File: config.mk
export PLATFORM = sky130hd
export DESIGN_NAME = sys_ctrl_flat
export DESIGN_NICKNAME = d
export VERILOG_FILES = /design/src/rtl/sys_ctrl_if.sv /design/src/rtl/sys_ctrl.sv /design/src/flat_wrapper.sv
export SDC_FILE = /design/constraint.sdc
export NUM_CORES = 1
export LEC_CHECK = 0
export ABC_AREA = 1
export CELL_PAD_IN_SITES_DETAIL_PLACEMENT = 0
export CELL_PAD_IN_SITES_GLOBAL_PLACEMENT = 1
export CORE_AREA = 3 3 96 98
export CTS_CLUSTER_SIZE = 40
export DETAILED_ROUTE_END_ITERATION = 8
export DIE_AREA = 0 0 99 101
export PLACE_DENSITY_LB_ADDON = 0.15
export SYNTH_ARGS = -nofsm -noshare
export SYNTH_HDL_FRONTEND = slang
export SYNTH_SLANG_ARGS = --single-unit
export TNS_END_PERCENT = 100
File: constraint.sdc
create_clock -name CLK -period 1.37 [get_ports CLK]
set_input_delay 0.411 -clock CLK [delete_from_list [all_inputs] [get_ports CLK]]
set_output_delay 0.411 -clock CLK [all_outputs]
set_load 0.05 [all_outputs]
File: src/rtl/sys_ctrl_if.sv
// Bus bundle between the command controller and its surroundings: the UART
// RX/TX byte streams, the register-file port and the ALU control lines.
interface sys_ctrl_if #(
    parameter int DATA_WIDTH = 8,
    parameter int ADDR_WIDTH = 4,
    parameter int FUN_WIDTH  = 4
);
    logic [DATA_WIDTH-1:0]   RX_P_DATA;
    logic                    RX_D_VLD;
    logic [DATA_WIDTH-1:0]   RdData;
    logic                    RdData_Valid;
    logic [2*DATA_WIDTH-1:0] ALU_OUT;
    logic                    OUT_Valid;
    logic                    TX_Busy;
    logic                    WrEn;
    logic                    RdEn;
    logic [ADDR_WIDTH-1:0]   Address;
    logic [DATA_WIDTH-1:0]   WrData;
    logic                    ALU_EN;
    logic [FUN_WIDTH-1:0]    ALU_FUN;
    logic                    CLK_GATE_EN;
    logic [DATA_WIDTH-1:0]   TX_P_DATA;
    logic                    TX_D_VLD;

    // Controller side
    modport master (
        input  RX_P_DATA, RX_D_VLD, RdData, RdData_Valid, ALU_OUT, OUT_Valid, TX_Busy,
        output WrEn, RdEn, Address, WrData, ALU_EN, ALU_FUN, CLK_GATE_EN,
               TX_P_DATA, TX_D_VLD
    );

    // UART / register file / ALU side
    modport slave (
        output RX_P_DATA, RX_D_VLD, RdData, RdData_Valid, ALU_OUT, OUT_Valid, TX_Busy,
        input  WrEn, RdEn, Address, WrData, ALU_EN, ALU_FUN, CLK_GATE_EN,
               TX_P_DATA, TX_D_VLD
    );
endinterface

File: src/rtl/sys_ctrl.sv
// Command controller: parses UART command frames, drives register-file and
// ALU strobes, gates the ALU clock and returns results to the UART TX.
module sys_ctrl #(
    parameter int DATA_WIDTH = 8,
    parameter int ADDR_WIDTH = 4,
    parameter int FUN_WIDTH  = 4
) (
    input  logic          CLK,
    input  logic          RST,
    sys_ctrl_if.master    bus
);

    localparam logic [DATA_WIDTH-1:0] CMD_WR      = DATA_WIDTH'(8'hAA);
    localparam logic [DATA_WIDTH-1:0] CMD_RD      = DATA_WIDTH'(8'hBB);
    localparam logic [DATA_WIDTH-1:0] CMD_ALU_OP  = DATA_WIDTH'(8'hCC);
    localparam logic [DATA_WIDTH-1:0] CMD_ALU_NOP = DATA_WIDTH'(8'hDD);

    typedef enum logic [3:0] {
        IDLE,
        WR_ADDR,
        WR_DATA,
        RD_ADDR,
        RD_WAIT,
        OPA,
        OPB,
        FUN,
        ALU_WAIT,
        TX_B0,
        TX_B1_WAIT,
        TX_B1
    } state_t;

    state_t                  state;
    logic [2*DATA_WIDTH-1:0] tx_buf;
    logic                    alu_resp;

    // Command FSM with registered strobes; TX request is raised only while the transmitter is free and held until it reports busy
    always_ff @(posedge CLK or negedge RST) begin
        if (!RST) begin
            state           <= IDLE;
            tx_buf          <= '0;
            alu_resp        <= 1'b0;
            bus.WrEn        <= 1'b0;
            bus.RdEn        <= 1'b0;
            bus.Address     <= '0;
            bus.WrData      <= '0;
            bus.ALU_EN      <= 1'b0;
            bus.ALU_FUN     <= '0;
            bus.CLK_GATE_EN <= 1'b0;
            bus.TX_P_DATA   <= '0;
            bus.TX_D_VLD    <= 1'b0;
        end else begin
            bus.WrEn   <= 1'b0;
            bus.RdEn   <= 1'b0;
            bus.ALU_EN <= 1'b0;
            case (state)
                IDLE: begin
                    if (bus.RX_D_VLD) begin
                        case (bus.RX_P_DATA)
                            CMD_WR:      state <= WR_ADDR;
                            CMD_RD:      state <= RD_ADDR;
                            CMD_ALU_OP:  state <= OPA;
                            CMD_ALU_NOP: begin
                                state           <= FUN;
                                bus.CLK_GATE_EN <= 1'b1;
                            end
                            default:     state <= IDLE;
                        endcase
                    end
                end
                WR_ADDR: begin
                    if (bus.RX_D_VLD) begin
                        bus.Address <= bus.RX_P_DATA[ADDR_WIDTH-1:0];
                        state       <= WR_DATA;
                    end
                end
                WR_DATA: begin
                    if (bus.RX_D_VLD) begin
                        bus.WrEn   <= 1'b1;
                        bus.WrData <= bus.RX_P_DATA;
                        state      <= IDLE;
                    end
                end
                RD_ADDR: begin
                    if (bus.RX_D_VLD) begin
                        bus.RdEn    <= 1'b1;
                        bus.Address <= bus.RX_P_DATA[ADDR_WIDTH-1:0];
                        state       <= RD_WAIT;
                    end
                end
                RD_WAIT: begin
                    if (bus.RdData_Valid) begin
                        tx_buf        <= {{DATA_WIDTH{1'b0}}, bus.RdData};
                        alu_resp      <= 1'b0;
                        bus.TX_P_DATA <= bus.RdData;
                        bus.TX_D_VLD  <= !bus.TX_Busy;
                        state         <= TX_B0;
                    end
                end
                OPA: begin
                    if (bus.RX_D_VLD) begin
                        bus.WrEn    <= 1'b1;
                        bus.Address <= '0;
                        bus.WrData  <= bus.RX_P_DATA;
                        state       <= OPB;
                    end
                end
                OPB: begin
                    if (bus.RX_D_VLD) begin
                        bus.WrEn        <= 1'b1;
                        bus.Address     <= ADDR_WIDTH'(1);
                        bus.WrData      <= bus.RX_P_DATA;
                        bus.CLK_GATE_EN <= 1'b1;
                        state           <= FUN;
                    end
                end
                FUN: begin
                    if (bus.RX_D_VLD) begin
                        bus.ALU_EN  <= 1'b1;
                        bus.ALU_FUN <= bus.RX_P_DATA[FUN_WIDTH-1:0];
                        state       <= ALU_WAIT;
                    end
                end
                ALU_WAIT: begin
                    if (bus.OUT_Valid) begin
                        tx_buf          <= bus.ALU_OUT;
                        alu_resp        <= 1'b1;
                        bus.CLK_GATE_EN <= 1'b0;
                        bus.TX_P_DATA   <= bus.ALU_OUT[DATA_WIDTH-1:0];
                        bus.TX_D_VLD    <= !bus.TX_Busy;
                        state           <= TX_B0;
                    end
                end
                TX_B0: begin
                    if (bus.TX_D_VLD && bus.TX_Busy) begin
                        bus.TX_D_VLD <= 1'b0;
                        state        <= alu_resp ? TX_B1_WAIT : IDLE;
                    end else if (!bus.TX_Busy) begin
                        bus.TX_D_VLD  <= 1'b1;
                        bus.TX_P_DATA <= tx_buf[DATA_WIDTH-1:0];
                    end
                end
                TX_B1_WAIT: begin
                    if (!bus.TX_Busy) begin
                        bus.TX_D_VLD  <= 1'b1;
                        bus.TX_P_DATA <= tx_buf[2*DATA_WIDTH-1:DATA_WIDTH];
                        state         <= TX_B1;
                    end
                end
                TX_B1: begin
                    if (bus.TX_D_VLD && bus.TX_Busy) begin
                        bus.TX_D_VLD <= 1'b0;
                        state        <= IDLE;
                    end else if (!bus.TX_Busy) begin
                        bus.TX_D_VLD  <= 1'b1;
                        bus.TX_P_DATA <= tx_buf[2*DATA_WIDTH-1:DATA_WIDTH];
                    end
                end
                default: state <= IDLE;
            endcase
        end
    end

endmodule

File: src/flat_wrapper.sv
// flat-port wrapper written by rule: the top's interface ports become plain ports
module sys_ctrl_flat 
#(
    parameter int DATA_WIDTH = 8,
    parameter int ADDR_WIDTH = 4,
    parameter int FUN_WIDTH  = 4
)
  (CLK, RST, bus_RX_P_DATA, bus_RX_D_VLD, bus_RdData, bus_RdData_Valid, bus_ALU_OUT, bus_OUT_Valid, bus_TX_Busy, bus_WrEn, bus_RdEn, bus_Address, bus_WrData, bus_ALU_EN, bus_ALU_FUN, bus_CLK_GATE_EN, bus_TX_P_DATA, bus_TX_D_VLD);
  sys_ctrl_if #(.DATA_WIDTH(DATA_WIDTH), .ADDR_WIDTH(ADDR_WIDTH), .FUN_WIDTH(FUN_WIDTH)) bus_i ();
  input  logic CLK;
  input  logic RST;
  input wire logic [$bits(bus_i.RX_P_DATA)-1:0] bus_RX_P_DATA;
  input wire logic [$bits(bus_i.RX_D_VLD)-1:0] bus_RX_D_VLD;
  input wire logic [$bits(bus_i.RdData)-1:0] bus_RdData;
  input wire logic [$bits(bus_i.RdData_Valid)-1:0] bus_RdData_Valid;
  input wire logic [$bits(bus_i.ALU_OUT)-1:0] bus_ALU_OUT;
  input wire logic [$bits(bus_i.OUT_Valid)-1:0] bus_OUT_Valid;
  input wire logic [$bits(bus_i.TX_Busy)-1:0] bus_TX_Busy;
  output wire logic [$bits(bus_i.WrEn)-1:0] bus_WrEn;
  output wire logic [$bits(bus_i.RdEn)-1:0] bus_RdEn;
  output wire logic [$bits(bus_i.Address)-1:0] bus_Address;
  output wire logic [$bits(bus_i.WrData)-1:0] bus_WrData;
  output wire logic [$bits(bus_i.ALU_EN)-1:0] bus_ALU_EN;
  output wire logic [$bits(bus_i.ALU_FUN)-1:0] bus_ALU_FUN;
  output wire logic [$bits(bus_i.CLK_GATE_EN)-1:0] bus_CLK_GATE_EN;
  output wire logic [$bits(bus_i.TX_P_DATA)-1:0] bus_TX_P_DATA;
  output wire logic [$bits(bus_i.TX_D_VLD)-1:0] bus_TX_D_VLD;
  assign bus_i.RX_P_DATA = bus_RX_P_DATA;
  assign bus_i.RX_D_VLD = bus_RX_D_VLD;
  assign bus_i.RdData = bus_RdData;
  assign bus_i.RdData_Valid = bus_RdData_Valid;
  assign bus_i.ALU_OUT = bus_ALU_OUT;
  assign bus_i.OUT_Valid = bus_OUT_Valid;
  assign bus_i.TX_Busy = bus_TX_Busy;
  assign bus_WrEn = bus_i.WrEn;
  assign bus_RdEn = bus_i.RdEn;
  assign bus_Address = bus_i.Address;
  assign bus_WrData = bus_i.WrData;
  assign bus_ALU_EN = bus_i.ALU_EN;
  assign bus_ALU_FUN = bus_i.ALU_FUN;
  assign bus_CLK_GATE_EN = bus_i.CLK_GATE_EN;
  assign bus_TX_P_DATA = bus_i.TX_P_DATA;
  assign bus_TX_D_VLD = bus_i.TX_D_VLD;
  sys_ctrl #(.DATA_WIDTH(DATA_WIDTH), .ADDR_WIDTH(ADDR_WIDTH), .FUN_WIDTH(FUN_WIDTH)) u_core (.CLK(CLK), .RST(RST), .bus(bus_i));
endmodule
* After elaboration in Yosys (flattened, before gate mapping)
Cells that the tools add are included.
Widths: inputs -> output; s select.
** Storage, ports and cells
- Register bits after elaboration :: 50
- Output and inout bits :: 29
- Word-level logic and storage cells :: 108
** Cells by class
- Equal/unequal tests :: 32
- Mux-type cells :: 45
- Reduce and logical (&&, ||, !) cells :: 19
** Operators with widths (count)
- $mux 4 :: 15
- $mux 8 :: 6
- $pmux 4 s12 :: 1
- $pmux 8 s5 :: 1
- $eq 8x8->1 const B :: 4
- $mux 16 :: 2
- $pmux 16 s2 :: 1
- $ne 2x2->1 const B :: 14
- $eq 4x3->1 const B :: 4
- $eq 4x4->1 const B :: 4
- $mux 1 :: 14
- $pmux 3 s4 :: 1
- $pmux 4 s3 :: 1
- $reduce_and 12->1 :: 1
- $eq 4x2->1 const B :: 2
- $ne 2x1->1 const B :: 3
- $reduce_and 3->1 :: 2
- $reduce_and 6->1 :: 1
- $reduce_bool 3->1 :: 2
- $reduce_and 5->1 :: 1
- $reduce_bool 5->1 :: 1
- $eq 4x1->1 const B :: 1
- $logic_not 4->1 :: 1
- $pmux 1 s4 :: 1
- 10 further kinds :: 12

* Longest topological paths before layout
Gate-level depths: netlist (run 1).
- Depth in word-level cells :: 4
- Gate-level depth with buffers :: 10

* Least setup slack after synthesis (run 1)
Ideal clock, no wire load.
- Path type :: register -> register
- From :: register u_core.state[0]
- To :: register u_core.state[0]
- Setup time :: 0.121 ns
- Arrival :: 1.349 ns
- Slack :: -0.100 ns
- Stages on the path, launching flop included :: 8
- Cells stage by stage :: dfrtp_1 inv_1 nand2_2 clkbuf_2 o21ai_0 nand3_1 o21ai_0 nand2_1
** On the way
- Word-level cells in the longest chain between the ends :: 3
- Elaborated cells between the ends (all ways) :: 26
- Those cells by class :: eq/ne: 23; mux: 1; reduce/logical: 2
** RTL lines
- start, declared :: RTL line sys_ctrl.sv:33 : state_t state;
- start signal, assigned :: RTL line sys_ctrl.sv:137 : state <= alu_resp ? TX_B1_WAIT : IDLE;
- $eq 4x4->1, or another cell as far along :: RTL line sys_ctrl.sv:56 : case (state)
- $ne 2x1->1 (no source line) / $ne 2x2->1 (equally long branches)
- $reduce_and 12->1 (no source line)
Several ways; a longest one is shown, not always the timed one.
A chain may end at the register's enable or synchronous reset.

* Worst setup path in the final report (run 1)
- From :: register u_core.state[2]
- To :: register u_core.tx_buf[6]
** On the way
- Word-level cells in the longest chain between the ends :: 3
- Elaborated cells between the ends (all ways) :: 7
- Those cells by class :: eq/ne: 4; mux: 1; reduce/logical: 2
** RTL lines
- $eq 4x4->1 / $eq 4x3->1 (equally long branches) :: RTL line sys_ctrl.sv:56
- $ne 2x2->1 (no source line) / $reduce_bool 2->1 (equally long branches)
- $reduce_and 3->1 (no source line)
- end signal, assigned :: RTL line sys_ctrl.sv:93 : tx_buf <= {{DATA_WIDTH{1'b0}}, bus.RdData};
- end signal, assigned :: RTL line sys_ctrl.sv:126 : tx_buf <= bus.ALU_OUT;
- end, declared :: RTL line sys_ctrl.sv:34 : logic [2*DATA_WIDTH-1:0] tx_buf;
Several ways; a longest one is shown, not always the timed one.

==> out/metrics.cfg, run 1 <==
[status]
status = finished with violations
violations = setup timing

[synthesis]
ys_seq_area_share_pct = 48.12
syn_inst = 351
synthArstFlopShare_pct = 100.0
synth_flop_cell = dfrtp_1
synth-seq-cells = 50
synth-edff-count = 0
synth_cell_type_count = 27
synth.avg_cell_area_sq_um = 7.407
synthesis.area_sq_um = 2600
synth_fp_nets = 389
yosysWarnings = 0

[sta]
final-hold-violation-count = 0
tightest_slew_ps = 277.6
slew-limit-headroom_pct = 81.49
finalCritPeriodShare_pct = 107.6
fmax_mhz = 678.2
finalSetupViolations = 39
period_needed_ps = 1475
rsz0062_at_grt = yes
drv_slew = 0
finClkSkew_ps = 8.700
layout_setup_ws_ps = -104.5
whs_ps = 83.87

[run]
drv_cap = 0

[global_routing]
gr-usage-met1_pct = 21.51
grt_pass1_wl_um = 12210
grt_start_max_net_pins = 51
met3_usage_pct = 2.491
grt-busiest-layer = met2
grt_usage_pct = 15.12
gr-usage-met2_pct = 23.86
antenna_found_initial = 0
grt-ovfl-total = 0
grt_pass1_vias = 2475

[setup_path]
rr_endpoint = u_core.tx_buf[6]
critPathArrivalTime_ps = 1720
crit_required_ps = 1620
r2r-start = u_core.state[2]
critPathKind = reg2reg
crit_chain = inv_4 -> nand2_8 -> nor2_8 -> nand2_4 -> nand2_4 -> inv_6 -> nand2_8 -> buf_12 -> nand2_2 -> nand2_2
ff2ff_setup_slack_ps = -100
ff2ff_path_depth = 10
worst_setup_path_end_kind = flop
slowest_delay_ps = 480
cp-start-kind = flop
slowest_stage = dfrtp_2
cp-endpoint = u_core.tx_buf[6]
cp_max_fo = 7
crit_start = u_core.state[2]

[clocking]
clk_latency_ps = 300
cts_buffers = 5
path_clk_slew_ps = 100
cts-root-buf = clkbuf_8
cts_max_path_buffers = 2
cts_tree = built
cts.sinks = 50
cts_hold_buf = 0
h-tree-depth = 2

[finish]
fillers = 830
postLayoutCellArea_sq_um = 4427
drive_gt1_share_pct = 32.69
final_common_cell = nand2_1
num_antenna_cells = 0
nNetsFinal = 505
syn2layout_area_growth_pct = 70.26
layout_common_cells = nand2_1, dfrtp_1, buf_4

[floorplanning]
initial_core_util_pct = 30.41
fp.coreArea_sq_um = 8551
dieArea_sq_um = 9999
rows = 34
boundaryPins = 67
die_x_um = 99
die_y_um = 101

[routing]
finalWirelength_um = 7294
drt_iter0_markers = 116
drtAntennaViolNets = 0
avgRoutedWirePerCell_um = 12.66
vias_per_cell = 4.441
firstDrtPassIters = 4
vias = 2558
drc = 0

[power]
p_per_area_nw_per_um2 = 2087
vdd_ir_drop_max_uv = 816.4
p_leak_uw = 0.002203
power_uw = 9237

[placement]
gp_congestion = 0.8560
dp_hpwl_um = 5492
placed_area_sq_um = 4010
port_buffers = 66

[hold_path]
hp-class = in2async

-- logic make-up (layout without fill, tap and decap cells) --
kind of cell | after synthesis | in the layout | synth area share (%)
AND/OR/NAND/NOR | 226 | 226 | 37.78
flip-flops | 50 | 50 | 48.12
AO/OA/AOI/OAI | 41 | 41 | 8.422
buffers and inverters | 33 | 150 | 5.342
XOR/XNOR | 1 | 1 | 0.3369
-- per-stage QoR --
step / TNS [ps] / cells / util [%] / setup slack [ps]
2_1_floorplan: -2.261 / 351 / - / -0.2827
3_3_place_gp: -12680 / 560 / 46.90 / -355.4
3_5_place_dp: -13600 / 560 / 46.90 / -388.2
4_1_cts: -2674 / 574 / 50.07 / -93.76
5_1_grt: -6184 / 576 / 51.77 / -200.7
6_report: -2415 / 576 / 51.77 / -104.5
-- critical path: cells and delay by family (launching register included) --
family                 cells  cell delay, ps
AND/OR/NAND/NOR            7             610
flip-flops                 1             480
buffers and inverters      3             320
-- final cells by class --
cell class                      count  area (sq um)  share of cell area [%]
Timing Repair Buffer              114          1384                   31.26
Clock inverter                      3         43.79                  0.9893
Inverter                           28         132.6                   2.996
Clock buffer                        5         68.82                   1.555
Sequential cell                    50          1255                   28.35
Tap cell                          108         135.1                   3.053
Multi-Input combinational cell    268          1408                   31.80
-- state kept, by name, summed over array words and instances, names as in the netlist --
name / cells
u_core.bus.WrEn: 1
u_core.alu_resp: 1
u_core.bus.RdEn: 1
u_core.state: 4
u_core.bus.ALU_FUN: 4
u_core.bus.WrData: 8
u_core.tx_buf: 16
u_core.bus.Address: 4
u_core.bus.CLK_GATE_EN: 1
u_core.bus.TX_D_VLD: 1
u_core.bus.TX_P_DATA: 8
u_core.bus.ALU_EN: 1
-- layer usage --
metal,routed length [um],vias up
li1,-,1337
met1,3670,1155
met2,3250,58
met3,270,8
met4,102,0
met5,0,-
-- synth_stat cells (2+ instances only) --
cell	n	area (sq um)
a21oi_1	2	10.01
buf_2	2	10.01
dfrtp_1	50	1251
inv_1	24	90.09
inv_2	4	15.01
nand2_1	173	649.4
nand2_2	2	12.51
nand2_4	3	33.78
nand3_1	11	55.05
nand4_1	9	56.30
nor2_1	17	63.81
nor2_2	3	18.77
nor2_4	2	22.52
o21ai_0	29	145.1
o21ai_1	8	40.04
-- how the worst min path moves through the flow --
stage / start / to / slack, ps
2_1_floorplan: RST / u_core.alu_resp / 120
5_1_grt: RST / u_core.bus.ALU_FUN[0] / 100
6_report: RST / u_core.bus.Address[1] / 80
4_1_cts: RST / u_core.state[3] / 90
3_5_place_dp: RST / u_core.bus.WrData[6] / 430
3_3_place_gp: RST / u_core.bus.Address[3] / 430
-- report_power, final --
part / total, uW / switching [uW] / internal, uW
clock network: 1070 / 517 / 548
logic: 5540 / 2960 / 2580
registers: 2630 / 561 / 2070
total: 9240 / 4040 / 5200
-- repair_timing --
action	in CTS	in global routing
pin swaps	25	18
resized for setup	40	45
buffers inserted	7	3
setup endpoints to repair	45	47
No activity file was read; power rests on OpenSTA's default activity.
==> inputs of run 2 (changes only) <==
--- a/config.mk
+++ b/config.mk
@@ -12,6 +12,7 @@
 export CTS_CLUSTER_SIZE = 40
 export DETAILED_ROUTE_END_ITERATION = 8
 export DIE_AREA = 0 0 99 101
+export HOLD_SLACK_MARGIN = 0.08
 export PLACE_DENSITY_LB_ADDON = 0.15
 export SYNTH_ARGS = -nofsm -noshare
 export SYNTH_HDL_FRONTEND = slang
==> results of run 2 <==
The final DEF is identical to that of run 1; final timing and power are the same.
